<file path="src/rtl/imem_loader.sv">
// Boot-time instruction-memory loader: streams program words into IMEM, holds the core in reset, then releases it at START_PC.
// Optional trailing-checksum verification is enabled by defining IMEM_LOADER_CHECKSUM_EN.
module imem_loader #(
  parameter int START_PC = 600,
  parameter int CNT_W    = 16
) (
  input  logic             clk,
  input  logic             rst,
  input  logic             start,
  input  logic [31:0]      base_addr,
  input  logic [CNT_W-1:0] word_count,
  input  logic             in_valid,
  input  logic [31:0]      in_data,
  output logic             in_ready,
  output logic             mem_we,
  output logic [31:0]      mem_addr,
  output logic [31:0]      mem_wdata,
  output logic             core_rst,
  output logic [31:0]      pc_start,
  output logic             busy,
  output logic             done,
  output logic             err
);

  typedef enum logic [2:0] {
    S_IDLE,
    S_LOAD,
`ifdef IMEM_LOADER_CHECKSUM_EN
    S_CSUM,
`endif
    S_RELEASE,
    S_RUN
  } state_t;

  state_t           r_state;
  state_t           w_next;
  logic [31:0]      r_ptr;
  logic [CNT_W-1:0] r_remain;
  logic             r_mem_we;
  logic [31:0]      r_mem_addr;
  logic [31:0]      r_mem_wdata;
  logic             r_done;
  logic             r_err;
  logic             w_xfer;
  logic             w_last;
  logic             w_reject;
  logic [32:0]      w_end;
`ifdef IMEM_LOADER_CHECKSUM_EN
  logic [31:0]      r_sum;
`endif

  // One-past-the-end address in 33 bits; landing exactly on 2^32 is still legal.
  assign w_end    = {1'b0, base_addr} + (33'(word_count) << 2);
  assign w_reject = (word_count == '0) || (base_addr[1:0] != 2'b00) ||
                    (w_end > 33'h1_0000_0000);
  assign w_xfer   = in_valid && in_ready;
  assign w_last   = (r_remain == CNT_W'(1));

  always_ff @(posedge clk or posedge rst) begin
    if (rst) r_state <= S_IDLE;
    else     r_state <= w_next;
  end

  always_comb begin
    w_next = r_state;
    case (r_state)
      S_IDLE:    if (start && !w_reject) w_next = S_LOAD;
`ifdef IMEM_LOADER_CHECKSUM_EN
      S_LOAD:    if (w_xfer && w_last) w_next = S_CSUM;
      S_CSUM:    if (w_xfer) w_next = (in_data == r_sum) ? S_RELEASE : S_IDLE;
`else
      S_LOAD:    if (w_xfer && w_last) w_next = S_RELEASE;
`endif
      S_RELEASE: w_next = S_RUN;
      S_RUN:     w_next = S_RUN;
      default:   w_next = S_IDLE;
    endcase
  end

  always_comb begin
    in_ready = 1'b0;
    busy     = 1'b0;
    core_rst = 1'b1;
    case (r_state)
      S_LOAD:    begin in_ready = 1'b1; busy = 1'b1; end
`ifdef IMEM_LOADER_CHECKSUM_EN
      S_CSUM:    begin in_ready = 1'b1; busy = 1'b1; end
`endif
      S_RELEASE: busy = 1'b1;
      S_RUN:     core_rst = 1'b0;
      default:   ;
    endcase
  end

  always_ff @(posedge clk or posedge rst) begin
    if (rst) begin
      r_ptr       <= '0;
      r_remain    <= '0;
      r_mem_we    <= 1'b0;
      r_mem_addr  <= '0;
      r_mem_wdata <= '0;
      r_done      <= 1'b0;
      r_err       <= 1'b0;
`ifdef IMEM_LOADER_CHECKSUM_EN
      r_sum       <= '0;
`endif
    end else begin
      r_mem_we <= 1'b0;
      r_err    <= 1'b0;
      r_done   <= (r_state == S_RELEASE);
      if (r_state == S_IDLE && start) begin
        if (w_reject) begin
          r_err <= 1'b1;
        end else begin
          r_ptr    <= base_addr;
          r_remain <= word_count;
`ifdef IMEM_LOADER_CHECKSUM_EN
          r_sum    <= '0;
`endif
        end
      end
      if (r_state == S_LOAD && w_xfer) begin
        r_mem_we    <= 1'b1;
        r_mem_addr  <= r_ptr;
        r_mem_wdata <= in_data;
        r_ptr       <= r_ptr + 32'd4;
        r_remain    <= r_remain - CNT_W'(1);
`ifdef IMEM_LOADER_CHECKSUM_EN
        r_sum       <= r_sum + in_data;
`endif
      end
`ifdef IMEM_LOADER_CHECKSUM_EN
      // The trailer is only compared, never written to memory.
      if (r_state == S_CSUM && w_xfer && in_data != r_sum) r_err <= 1'b1;
`endif
    end
  end

  assign mem_we    = r_mem_we;
  assign mem_addr  = r_mem_addr;
  assign mem_wdata = r_mem_wdata;
  assign done      = r_done;
  assign err       = r_err;
  assign pc_start  = 32'(START_PC);

endmodule
</file>
<file path="config.mk">
export PLATFORM = sky130hd
export DESIGN_NAME = imem_loader
export DESIGN_NICKNAME = d
export VERILOG_FILES = /design/src/rtl/imem_loader.sv
export SDC_FILE = /design/constraint.sdc
export NUM_CORES = 1
export LEC_CHECK = 0
export CELL_PAD_IN_SITES_DETAIL_PLACEMENT = 0
export CELL_PAD_IN_SITES_GLOBAL_PLACEMENT = 1
export CORE_MARGIN = 5
export CORE_UTILIZATION = 40
export DETAILED_ROUTE_END_ITERATION = 12
export HOLD_SLACK_MARGIN = 0.1
export PLACE_DENSITY = 0.95
export SETUP_SLACK_MARGIN = 0.4
export SYNTH_ARGS = -nofsm -noshare
export SYNTH_HDL_FRONTEND = slang
export SYNTH_SLANG_ARGS = --single-unit
export TNS_END_PERCENT = 30
</file>
<file path="constraint.sdc">
create_clock -name clk -period 11.2 [get_ports clk]
set_input_delay 1.68 -clock clk [delete_from_list [all_inputs] [get_ports clk]]
set_output_delay 1.68 -clock clk [all_outputs]
set_load 0.01 [all_outputs]
</file>
==> out/results.ini <==
[run_status]
status=completed

[detailed_routing]
drt_wl_total_um=23300
drt-pass1-iter-count=6
antenna_left=0
via_count=7301
drc=0
via_per_inst=5.64
first_iter_violations=698
routedWlPerCell_um=18.0

[global_routing]
grt_start_max_net_pins=78
antenna_found_initial=0
grt_pass1_wl_um=36800
grt_pass1_vias=6923
gr-total-overflow=0
track_usage_pct=20.9

[power_and_ir_drop]
p_clk_share_pct=46.9
power_frac_comb_pct=14.1
power_leakage_uw=0.00436
power.density_nw_per_um2=117
p_sw_uw=285
swShare_pct=25.4
peakVddDrop_uv=71.3
sequentialPowerShare_pct=38.9
internal_power_uw=839

[setup_path]
crit_type=input port to flop
critical-path-max-stage-delay_ps=630
slowest_stage=ha_1
reg2regPathDepth=9
cpLargestDelayFamily=simple AND/OR/NAND/NOR gates
critPathBufInv=2
start_kind=input port
path_cells=clkdlybuf4s50_1 > ha_1 > nand4_1 > nor3_1 > nand3_1 > a311oi_1 > mux2i_1 > a2111o_1 > or4_4 > a21oi_4 > buf_4 > nand2_2 > o221a_2
crit_arrival_ps=6660
endpoint_kind=flop
ff2ff_setup_slack_ps=7090
crit_required_ps=11500
regToRegStartpoint=r_state[1]
path_max_fanout=44
reg2reg_to=r_state[0]

[clock_network]
cts_resized=0
htree_levels=4
cts_num_sinks=117
path_clk_slew_ps=50
cts_tree=done
cts-buffers-inserted=17
clock_path_buffers=2
worstSkewPairLatency_ps=420
cts-root-buf=clkbuf_16
post_cts_buffers=0
holdBufCountCts=0

[sta]
setup_tns_ps=0
rsz0062_at_grt=no
hold_ws_ps=463
setup_violations=0
worst_slew_pin_slew_ps=987
clock-skew-final_ps=12.4
relSlewSlack_pct=34.2
worst_slack_ps=4830
min_period_ps=6370
fmax_ghz=0.157
hold_viol_final=0
timing.final.crit_share_pct=56.8
final_max_slew_viol_count=0

[logic_synthesis]
yosysSeqAreaShare_pct=39.0
ys_types=76
ys_warn_count=0
synth-edff-count=0
syn_inst=924
synth.avg_cell_area_um2=8.13
synth-main-ff-cell=dfrtp_1
ys_async_sr_fraction_pct=100
synth_area_um2=7510
yosys_register_bits=117

[placed_design]
dp_hpwl_um=17100
place_ws_ps=4540
gp_congestion=1.04
numPortBuffers=153

[cells_and_area]
area_delta_synth_final_pct=27.7
nets=1157
multiInputGateArea_um2=4100
fillers=1802
drive_gt1_share_pct=5.28
seq_area_um2=2930
antenna-diode-count=0

[floorplan]
initial_utilization_pct=40.4
ios=186
coreArea_um2=18600
rows=50
die_w_um=147
dieArea_um2=21600
dieHeight_um=147

[flow_run]
drv_cap=0

[min_path]
worstHoldStart=r_ptr[0]
holdPathEnd=mem_addr[0]
min_path_cells=2
min_path_type=flop to flop

stage by stage:
stage / total power [µW] / std cells / utilization, % / instance area (µm²)
6_report: 1120 / 1294 / 51.6 / 9590
5_1_grt: 1170 / 1294 / 51.6 / 9590
4_1_cts: 1130 / 1294 / 51.6 / 9590
3_5_place_dp: 600 / 1263 / 48.5 / 9010
3_3_place_gp: 600 / 1263 / 48.5 / 9010
2_1_floorplan: 537 / 954 / - / 7620
sequential cells by signal, indices dropped and copies added, names as in the netlist:
register,flops
mem_wdata,32
err,1
mem_addr,32
done,1
r_state,2
mem_we,1
r_remain,16
r_ptr,32
per-layer routing:
metal	part of all wire [%]	up-vias	GRT usage [%]
met5	0	-	0
met4	2.8	0	8.29
met3	8.2	52	4.50
met2	46	342	33.5
met1	43	3448	27.9
li1	-	3459	-
area by class of cell:
class | count | area share, %
clock inverters | 9 | 1.07
multi-input cells | 720 | 42.7
clock buffers | 22 | 4.95
well taps | 234 | 3.05
inverters | 35 | 1.40
flip-flops and latches | 117 | 30.5
repair buffers | 157 | 16.3
kinds of logic after synthesis:
family / after synthesis / synth area share [%]
buffers and inverters: 117 / 8.07
AO/OA/AOI/OAI: 206 / 19.6
XOR/XNOR: 9 / 1.05
adder cells (fa/ha/maj): 25 / 4.27
multiplexers: 18 / 2.43
AND/OR/NAND/NOR: 430 / 25.5
flip-flops: 117 / 39.0
other: 2 / 0.100
worst min-delay path, cell delays in order, from the launching register on:
cell     delay (ps)
dfrtp_1         340
nand2_1          50
nand2_1          50
Yosys cell counts, drive strengths merged (4+ instances only):
| library cell | count | area [µm²] |
|---|---|---|
| o211ai | 7 | 52.6 |
| inv | 35 | 131 |
| or4 | 7 | 60.1 |
| nor2 | 55 | 206 |
| or3 | 11 | 68.8 |
| nor3 | 22 | 110 |
| nand4 | 15 | 100 |
| clkbuf | 25 | 93.8 |
| o22ai | 4 | 25.0 |
| o21ai | 46 | 230 |
| o21a | 5 | 37.5 |
| o221a | 9 | 101 |
| buf | 57 | 380 |
| nand2 | 245 | 922 |
| nand3 | 30 | 150 |
| a21oi | 36 | 195 |
| o211a | 4 | 40.0 |
| a211o | 4 | 35.0 |
| mux2i | 16 | 160 |
| a221oi | 5 | 50.0 |
| and2 | 7 | 43.8 |
| dfrtp | 117 | 2930 |
| a21o | 10 | 75.1 |
| o31ai | 5 | 37.5 |
| xnor2 | 6 | 52.6 |
| a31oi | 14 | 87.6 |
| a211oi | 12 | 108 |
| ha | 24 | 300 |
| nor4 | 9 | 56.3 |
| and3 | 16 | 100 |
| a311oi | 8 | 70.1 |
power groups by stage:
stage	combinational, µW	clock [µW]	sequential (µW)
after global placement	156	0	444
after detailed placement	156	0	444
after CTS	157	534	437
after floorplan	93.1	0	444
final	159	528	438
after global routing	172	557	438
how the worst max path moves through the flow:
| stage | startpoint | to | slack (ps) | cells past startpoint |
|---|---|---|---|---|
| after floorplan | base_addr[2] | r_ptr[13] | 5900 | 13 |
| after global placement | base_addr[14] | r_ptr[7] | 4480 | 13 |
| after CTS | word_count[0] | r_ptr[7] | 4970 | 14 |
| final | base_addr[14] | r_ptr[7] | 4830 | 13 |
| after detailed placement | word_count[0] | r_ptr[7] | 4540 | 14 |
| after global routing | base_addr[14] | r_ptr[14] | 4680 | 13 |
cell usage in the layout (no fill, tap or decap), types with 7 or more instances in the layout:
master / synthesis / final
inv_1: 35 / 33
mux2i_1: 16 / 16
o211ai_1: 7 / 7
and2_1: 7 / 7
nand2_1: 244 / 243
clkdlybuf4s50_1: 0 / 153
conb_1: 2 / 32
clkbuf_16: 0 / 17
o21ai_0: 42 / 42
dfrtp_1: 117 / 117
nand4_1: 14 / 14
nor2_1: 55 / 55
a21o_1: 10 / 10
a21oi_1: 34 / 34
nand3_1: 30 / 30
nor3_1: 22 / 22
nor4_1: 9 / 9
and3_1: 16 / 16
a211oi_1: 10 / 10
or3_1: 11 / 11
ha_1: 24 / 24
o221a_2: 7 / 7
a311oi_1: 8 / 8
a31oi_1: 14 / 14
No activity file was read; power rests on OpenSTA's default activity.
